## src/rtl/uart_pkg.sv

```systemverilog
// uart_pkg: shared FSM states, parity modes, frame-length bounds and parity helper for the UART transmitter.
package uart_pkg;
    typedef enum logic [2:0] {IDLE, START_BIT, DATA_BITS, PARITY_BIT, STOP_BITS, CLEAN_UP} state_t;
    typedef enum logic [1:0] {PAR_NONE = 2'd0, PAR_EVEN = 2'd1, PAR_ODD = 2'd2} par_t;
    localparam logic [3:0] LEN_MIN = 4'd5;
    localparam logic [3:0] LEN_MAX = 4'd8;
    function automatic logic parity(logic [7:0] d, logic [3:0] len, logic odd);
        return odd ^ (^(d & (8'hFF >> (LEN_MAX - len))));
    endfunction
endpackage

```

## src/rtl/uart_trans_cfg_if.sv

```systemverilog
// uart_trans_cfg_if: request/config inputs and serial/status outputs of the configurable UART transmitter.
interface uart_trans_cfg_if #(parameter int DATA_W = 8);
    logic              TX_DV;
    logic [DATA_W-1:0] TX_BYTE;
    logic [3:0]        CFG_LEN;
    logic [1:0]        CFG_PARITY;
    logic              CFG_STOP2;
    logic              TX_Ready;
    logic              TX_serial;
    logic              TX_Active;
    logic              TX_Done;
    modport master (output TX_DV, TX_BYTE, CFG_LEN, CFG_PARITY, CFG_STOP2,
                    input  TX_Ready, TX_serial, TX_Active, TX_Done);
    modport slave  (input  TX_DV, TX_BYTE, CFG_LEN, CFG_PARITY, CFG_STOP2,
                    output TX_Ready, TX_serial, TX_Active, TX_Done);
endinterface

```

## src/rtl/uart_baud_cnt.sv

```systemverilog
// uart_baud_cnt: bit-period counter; pulses bit_end on the last cycle of each bit, cleared on state change.
module uart_baud_cnt #(parameter int CLKS_PER_BIT = 217) (
    input  logic clk,
    input  logic rst,
    input  logic clr,
    output logic bit_end
);
    localparam int W = $clog2(CLKS_PER_BIT);
    localparam logic [W-1:0] LAST = W'(CLKS_PER_BIT - 1);
    logic [W-1:0] cnt;
    assign bit_end = cnt == LAST;
    always_ff @(posedge clk)
        cnt <= (rst || clr || bit_end) ? '0 : cnt + W'(1);
endmodule

```

## src/rtl/uart_trans_cfg.sv

```systemverilog
// uart_trans_cfg: UART transmitter with per-frame length, parity and stop-bit configuration.
// Parity support is compiled in only when UART_TX_PARITY_EN is defined.
module uart_trans_cfg import uart_pkg::*; #(
    parameter int CLKS_PER_BIT = 217,
    parameter int DATA_W       = 8
) (
    input  logic clk,
    input  logic rst,
    uart_trans_cfg_if.slave bus
);
    localparam logic [3:0] LEN_HI = 4'(DATA_W);
    state_t     state, state_n;
    logic [2:0] idx, idx_n;
    logic       stop_cnt, stop_n, serial, serial_n;
    logic       bit_end, accept, par_en, par_val, stop2;
    logic [7:0] data;
    logic [3:0] len, cfg_len;
    assign accept  = state == IDLE && bus.TX_DV;
    assign cfg_len = bus.CFG_LEN < LEN_MIN ? LEN_MIN : bus.CFG_LEN > LEN_HI ? LEN_HI : bus.CFG_LEN;
`ifdef UART_TX_PARITY_EN
    logic [1:0] par_mode;
    always_ff @(posedge clk)
        if (accept && !rst) par_mode <= bus.CFG_PARITY;
    assign par_en  = par_mode == PAR_EVEN || par_mode == PAR_ODD;
    assign par_val = parity(data, len, par_mode == PAR_ODD);
`else
    assign par_en  = 1'b0;
    assign par_val = 1'b0;
`endif
    uart_baud_cnt #(.CLKS_PER_BIT(CLKS_PER_BIT)) u_baud (
        .clk(clk), .rst(rst), .clr(state_n != state), .bit_end(bit_end)
    );
    always_comb begin
        state_n = state;
        idx_n   = idx;
        stop_n  = stop_cnt;
        case (state)
            IDLE:       state_n = bus.TX_DV ? START_BIT : IDLE;
            START_BIT:  if (bit_end) begin
                            state_n = DATA_BITS;
                            idx_n   = 3'd0;
                        end
            DATA_BITS:  if (bit_end) begin
                            if ({1'b0, idx} == len - 4'd1) begin
                                state_n = par_en ? PARITY_BIT : STOP_BITS;
                                stop_n  = 1'b0;
                            end else
                                idx_n = idx + 3'd1;
                        end
            PARITY_BIT: if (bit_end) begin
                            state_n = STOP_BITS;
                            stop_n  = 1'b0;
                        end
            STOP_BITS:  if (bit_end) begin
                            if (stop2 && !stop_cnt) stop_n = 1'b1;
                            else state_n = CLEAN_UP;
                        end
            CLEAN_UP:   state_n = IDLE;
            default:    state_n = IDLE;
        endcase
        // line is registered from the next state so the start bit appears one cycle after accept
        serial_n = state_n == START_BIT  ? 1'b0 :
                   state_n == DATA_BITS  ? data[idx_n] :
                   state_n == PARITY_BIT ? par_val : 1'b1;
    end
    always_ff @(posedge clk) begin
        if (rst) begin
            state    <= IDLE;
            idx      <= 3'd0;
            stop_cnt <= 1'b0;
            serial   <= 1'b1;
        end else begin
            state    <= state_n;
            idx      <= idx_n;
            stop_cnt <= stop_n;
            serial   <= serial_n;
        end
    end
    always_ff @(posedge clk)
        if (accept && !rst) begin
            data  <= 8'(bus.TX_BYTE);
            len   <= cfg_len;
            stop2 <= bus.CFG_STOP2;
        end
    assign bus.TX_Ready  = state == IDLE;
    assign bus.TX_serial = serial;
    assign bus.TX_Active = state inside {START_BIT, DATA_BITS, PARITY_BIT, STOP_BITS};
    assign bus.TX_Done   = state == CLEAN_UP;
endmodule
```

## src/flat_wrapper.sv

```systemverilog
// flat-port wrapper written by rule: the top's interface ports become plain ports
module uart_trans_cfg_flat import uart_pkg::*;
#(
    parameter int CLKS_PER_BIT = 217,
    parameter int DATA_W       = 8
)
  (clk, rst, bus_TX_DV, bus_TX_BYTE, bus_CFG_LEN, bus_CFG_PARITY, bus_CFG_STOP2, bus_TX_Ready, bus_TX_serial, bus_TX_Active, bus_TX_Done);
  uart_trans_cfg_if #(.DATA_W(DATA_W)) bus_i ();
  input  logic clk;
  input  logic rst;
  input wire logic [$bits(bus_i.TX_DV)-1:0] bus_TX_DV;
  input wire logic [$bits(bus_i.TX_BYTE)-1:0] bus_TX_BYTE;
  input wire logic [$bits(bus_i.CFG_LEN)-1:0] bus_CFG_LEN;
  input wire logic [$bits(bus_i.CFG_PARITY)-1:0] bus_CFG_PARITY;
  input wire logic [$bits(bus_i.CFG_STOP2)-1:0] bus_CFG_STOP2;
  output wire logic [$bits(bus_i.TX_Ready)-1:0] bus_TX_Ready;
  output wire logic [$bits(bus_i.TX_serial)-1:0] bus_TX_serial;
  output wire logic [$bits(bus_i.TX_Active)-1:0] bus_TX_Active;
  output wire logic [$bits(bus_i.TX_Done)-1:0] bus_TX_Done;
  assign bus_i.TX_DV = bus_TX_DV;
  assign bus_i.TX_BYTE = bus_TX_BYTE;
  assign bus_i.CFG_LEN = bus_CFG_LEN;
  assign bus_i.CFG_PARITY = bus_CFG_PARITY;
  assign bus_i.CFG_STOP2 = bus_CFG_STOP2;
  assign bus_TX_Ready = bus_i.TX_Ready;
  assign bus_TX_serial = bus_i.TX_serial;
  assign bus_TX_Active = bus_i.TX_Active;
  assign bus_TX_Done = bus_i.TX_Done;
  uart_trans_cfg #(.CLKS_PER_BIT(CLKS_PER_BIT), .DATA_W(DATA_W)) u_core (.clk(clk), .rst(rst), .bus(bus_i));
endmodule
```

## config.mk

```make
export PLATFORM = sky130hd
export DESIGN_NAME = uart_trans_cfg_flat
export DESIGN_NICKNAME = d
export VERILOG_FILES = /design/src/rtl/uart_pkg.sv /design/src/rtl/uart_trans_cfg_if.sv /design/src/rtl/uart_baud_cnt.sv /design/src/rtl/uart_trans_cfg.sv /design/src/flat_wrapper.sv
export SDC_FILE = /design/constraint.sdc
export NUM_CORES = 1
export LEC_CHECK = 0
export ABC_AREA = 1
export BUFFER_PORTS_ARGS = -buffer_cell sky130_fd_sc_hd__buf_2
export CORE_MARGIN = 2
export CORE_UTILIZATION = 40
export CTS_CLUSTER_DIAMETER = 100
export DETAILED_ROUTE_END_ITERATION = 7
export GPL_TIMING_DRIVEN = 0
export HOLD_SLACK_MARGIN = 0.12
export PLACE_DENSITY = 0.66
export SYNTH_ARGS = -nofsm -noshare
export SYNTH_HDL_FRONTEND = slang
export SYNTH_HIERARCHICAL = 1
export SYNTH_SLANG_ARGS = --single-unit
export TNS_END_PERCENT = 20
```

## constraint.sdc

```tcl
create_clock -name clk -period 3.77 [get_ports clk]
set_input_delay 1.131 -clock clk [delete_from_list [all_inputs] [get_ports clk]]
set_output_delay 1.131 -clock clk [all_outputs]
set_load 0.05 [all_outputs]
```

### After elaboration in Yosys (flattened, before gate mapping)

Cells that the tools add are included.

* add/sub/neg operators: 3
* magnitude comparators: 3
* equal/unequal tests: 16
* mux-type cells: 24
* reduce and logical (&&, ||, !) cells: 12

Operators with widths (number)
* $mux 3: 9
* $pmux 3 s5: 1
* $eq 3x2->1 const B: 4
* $mux 1: 10
* $add 8x1->8 const B: 1
* $eq 8x8->1 const B: 1
* $eq 3x1->1 const B: 2
* $eq 3x3->1 const B: 2
* $ne 2x2->1 const B: 3
* $pmux 3 s2: 1
* $reduce_and 6->1: 1
* $eq 3x4->1: 1
* $gt 4x4->1 const B: 1
* $lt 3x4->1 const B: 1
* $lt 4x3->1 const B: 1
* $mux 4: 1
* $ne 2x1->1 const B: 2
* $reduce_bool 4->1: 1
* $sub 4x1->4 const B: 1
* $add 3x1->3 const B: 1
* $bmux 1 s3: 1
* $logic_and 1x1->1: 3
* $logic_not 3->1: 1
* $ne 3x3->1: 1
* other kinds (5): 7

* bits in registers: 29
* input bits: 18
* output and inout port bits: 4
* word-level logic and storage cells: 67

### Depth between registers and ports, before layout

* word-level depth: 9
* depth in mapped cells: 18
* depth with buffers taken out: 17

### Hierarchy

Netlist, hierarchy kept.

Modules (own cells, without submodules)
* uart_trans_cfg: times used 1, cells each 155, area an instance 1187.4 um2, seq. area each 550.5 um2
* uart_baud_cnt: times used 1, cells each 58, area an instance 426.7 um2, seq. area each 160.2 um2

### Least setup slack after synthesis

Ideal clock, no wire load.

* path kind: register to output
* start: register u_core.state[2]
* end: output bus_TX_Done
* data arrival time: 1570 ps
* data required time: 2639 ps
* setup slack: 1069 ps
* stages on the path, launching flop included: 3
* buffers on the path: 0
* path through: dfxtp_1 inv_1 nor3_1

* cells in the longest elaborated chain, start to end: 1

RTL lines
* from (decl): RTL line uart_trans_cfg.sv:12 `state_t state, state_n;`
* from (signal assigned): RTL line uart_trans_cfg.sv:73 `state <= state_n;`
* $eq 3x3->1: RTL line uart_trans_cfg.sv:88 `assign bus.TX_Done = state == CLEAN_UP;`
* to (decl): RTL line flat_wrapper.sv:19 `output wire logic [$bits(bus_i.TX_Done)-1:0] bus_TX_Done;`

No other way between the ends.

### Final worst setup path

* start: register u_core.state[0]
* end: output bus_TX_Active

* cells in the longest elaborated chain, start to end: 2
* elaborated cells on any way between the ends: 5
* those cells by class: eq/ne (4); reduce/logical (1)

RTL lines
* $eq 3x1->1, or another cell as far along: RTL line uart_trans_cfg.sv:87 `assign bus.TX_Active = state inside {START_BIT, DATA_BITS, PARITY_BIT, STOP_BITS};`
* $reduce_bool 4->1 (*): RTL line uart_trans_cfg.sv:87
* to (decl): RTL line flat_wrapper.sv:18 `output wire logic [$bits(bus_i.TX_Active)-1:0] bus_TX_Active;`

Mark *: on every way between the ends. The rest lies on a longest branch, timed or not.

==> results.cfg <==
[outcome]
status = completed

[run]
cap_viol_max_count = 0

[critical_path]
crit_path_cell_trace = nor2_1 -> inv_1 -> nor2_1 -> inv_1 -> nand2_1 -> buf_2
cp_max_fo = 4
cpMaxStageDelayCell = dfxtp_1
cp_num_buf_inv = 3
cp-startpoint = u_core/state[0]$_SDFF_PP0_
ff2ff_path_depth = 18
cp-start-kind = flip-flop
cp_top_family = buffers and inverters
cp-end-kind = primary output
ff2ff_setup_slack_ps = 1600
r2r-end = u_core/u_baud/cnt[4]$_SDFF_PP0_
cp-endpoint = bus_TX_Active
criticalPathCategory = flip-flop to primary output
timing.rr.start = u_core/u_baud/cnt[0]$_SDFF_PP0_
slowest_delay_ps = 360
crit_arrival_ps = 1450
cp.depth = 6
worstPathRequired_ps = 2640

[synth]
synthCells = 213
yosysMostFrequentCell = nand2_1
synth_area_leaders = edfxtp_1, dfxtp_1, nand2_1, inv_1, nand3_1
synth_async_sr_flop_share_pct = 0
avgSynthCellArea_um2 = 7.58
synth_cell_type_count = 29
yosysWarnings = 6
syn-num-nets = 235
synth_top_area_cell = edfxtp_1
syn-cell-area_um2 = 1610
synth_edf_count = 13
synth_ff_type = dfxtp_1
yosys.area.top_type_share_pct = 24.2
synth_common_cells = nand2_1, inv_1, nor2_1, nand3_1, dfxtp_1
synth_seq_cells = 29
synth-seq-area-share_pct = 44.0

[cts]
ctsHoldBuffers = 0
cts_tree = built
clock_path_buffers = 2
clk_pin_slew_ps = 60
cts-resized-gates = 0
clk_latency_ps = 270
cts_setup_buffers = 0
cts_buffers = 5
cts_max_level = 2
root_buffer = clkbuf_8
clock_sinks = 29

[sta]
slew_viol_final = 0
fin_crit_ps = 2580
hold_viol = 0
max_freq_ghz = 0.388
tns_ps = 0
setup_viol = 0
hold_slack_ps = 472
tightestPinTransition_ps = 1030
fin_crit_sh_pct = 68.4
maxSlewHeadroom_pct = 31.2
fin_skew_ps = 9.55
rsz0062_at_grt = false

[power_and_ir_drop]
pwr-share-seq_pct = 52.2
ir_worst_vdd_v = 0.000257
power_frac_clock_pct = 38.3
p_comb_share_pct = 9.5
power_density_nw_per_um2 = 356
p_sw_share_pct = 23.1
p_leak_nw = 0.826
switchingPower_w = 0.000153
p_int_w = 0.000510

[grt]
globalRouteMet3Util_pct = 4.67
grt_pass1_wl_um = 4550
overflow = 0
grt_util_met2_pct = 22.5
grt_pass1_vias = 1125
grt_usage_pct = 13.6
antenna_found_initial = 0
grt_max_degree = 14
grt_use_met1_pct = 16.0
grt-busiest-layer = met2

[die]
ios = 22
coreArea_um2 = 3940
fp.dieW_um = 67.5
num_rows = 23
die_h_um = 67.5
die-area_um2 = 4560
initial_core_util_pct = 40.9

[final_layout]
diodes = 0
area.growth.synth_to_final_pct = 15.3
multi_input_area_um2 = 708
register_area_um2 = 711
fillers = 388
drive_gt1_share_pct = 20.4
layout.nets = 261

[detailed_routing]
ant_nets = 0
vias = 1290
wirelength_um = 2620
drt-wirelength-per-cell_um = 9.04
drc = 0
drtPass1Iterations = 4
viasPerCell = 4.45
dr.first_iter.drc_count = 32

[min_path]
hold_path_class = flip-flop to flip-flop

[place]
gp_congestion = 0.872
hpwl_um = 2030
numPortBuffers = 19
[cells in the final DEF, fill, tap and decap left out]
cell,netlist,layout
buf_1,1,1
o2111ai_1,1,1
clkbuf_8,0,6
nand2_2,4,4
nand3_1,20,20
a31oi_1,1,1
nand3_4,1,1
nor2_1,24,24
o211ai_1,1,1
edfxtp_1,13,13
clkbuf_1,1,3
buf_4,1,1
nand2_1,48,48
nand4_1,3,3
nand2_4,2,2
nor3_1,1,1
dfxtp_1,16,16
a21oi_2,4,4
nand3b_1,3,3
nand3_2,1,1
ha_1,4,4
nor2_4,2,2
xnor2_1,2,2
nor4_1,1,1
nor3_2,1,1
o21ai_0,5,5
nor2_2,3,3
inv_2,5,5
xor2_1,1,1
inv_1,43,43
buf_2,0,19
[area by class of cell]
cell class	instances	share of cell area [%]
Buffer	3	0.806
Clock buffer	8	4.84
Inverter	48	9.68
Multi-Input combinational cell	133	38.0
Sequential cell	29	38.2
Tap cell	50	3.36
Timing Repair Buffer	19	5.11
[power groups by stage]
stage               clock (W)  sequential [W]  combinational (W)
detailed placement          0        0.000353          0.0000632
CTS                  0.000265        0.000346          0.0000635
finish               0.000254        0.000346          0.0000627
global placement            0        0.000353          0.0000624
floorplan                   0        0.000355          0.0000425
global route         0.000277        0.000347          0.0000731
[cells by family after synthesis]
kind of cell	count (synthesis)	synth area share (%)
compound gates	12	5.12
xor+xnor	3	1.63
fa+ha+maj	4	3.10
buf+inv	51	12.1
flops	29	44.0
simple gates	114	34.0
[per-stage QoR]
stage | total power, W | util (%) | worst slack, ps | std cells | area (µm²)
2_1_floorplan | 0.000398 | - | 1070 | 213 | 1610
3_3_place_gp | 0.000415 | 44.9 | 1050 | 282 | 1770
3_5_place_dp | 0.000416 | 44.9 | 1040 | 282 | 1770
4_1_cts | 0.000675 | 47.2 | 1200 | 290 | 1860
5_1_grt | 0.000698 | 47.2 | 1100 | 290 | 1860
6_report | 0.000663 | 47.2 | 1190 | 290 | 1860
[flip-flops by register name, indices dropped and copies added (netlist names)]
register / flops
u_core/bus.TX_serial: 1
u_core/data: 8
u_core/idx: 3
u_core/len: 4
u_core/state: 3
u_core/stop2: 1
u_core/stop_cnt: 1
u_core/u_baud/cnt: 8
[metal layers]
metal / routed length, µm / vias to the layer above / share of wire, %
li1: - / 713 / -
met2: 1250 / 20 / 48
met5: 0 / - / 0
met3: 109 / 2 / 4.2
met1: 1240 / 555 / 47
met4: 22 / 0 / 0.84
[worst min path at each step]
stage | start | to | slack (ps) | cells past startpoint
2_1_floorplan | u_core/u_baud/cnt[0]$_SDFF_PP0_ | u_core/u_baud/cnt[0]$_SDFF_PP0_ | 430 | 1
3_3_place_gp | u_core/u_baud/cnt[0]$_SDFF_PP0_ | u_core/u_baud/cnt[0]$_SDFF_PP0_ | 440 | 1
3_5_place_dp | u_core/u_baud/cnt[0]$_SDFF_PP0_ | u_core/u_baud/cnt[0]$_SDFF_PP0_ | 460 | 1
4_1_cts | u_core/u_baud/cnt[0]$_SDFF_PP0_ | u_core/u_baud/cnt[0]$_SDFF_PP0_ | 470 | 1
5_1_grt | u_core/u_baud/cnt[0]$_SDFF_PP0_ | u_core/u_baud/cnt[0]$_SDFF_PP0_ | 490 | 1
6_report | u_core/u_baud/cnt[0]$_SDFF_PP0_ | u_core/u_baud/cnt[0]$_SDFF_PP0_ | 470 | 1
No activity file was read; power rests on OpenSTA's default activity.
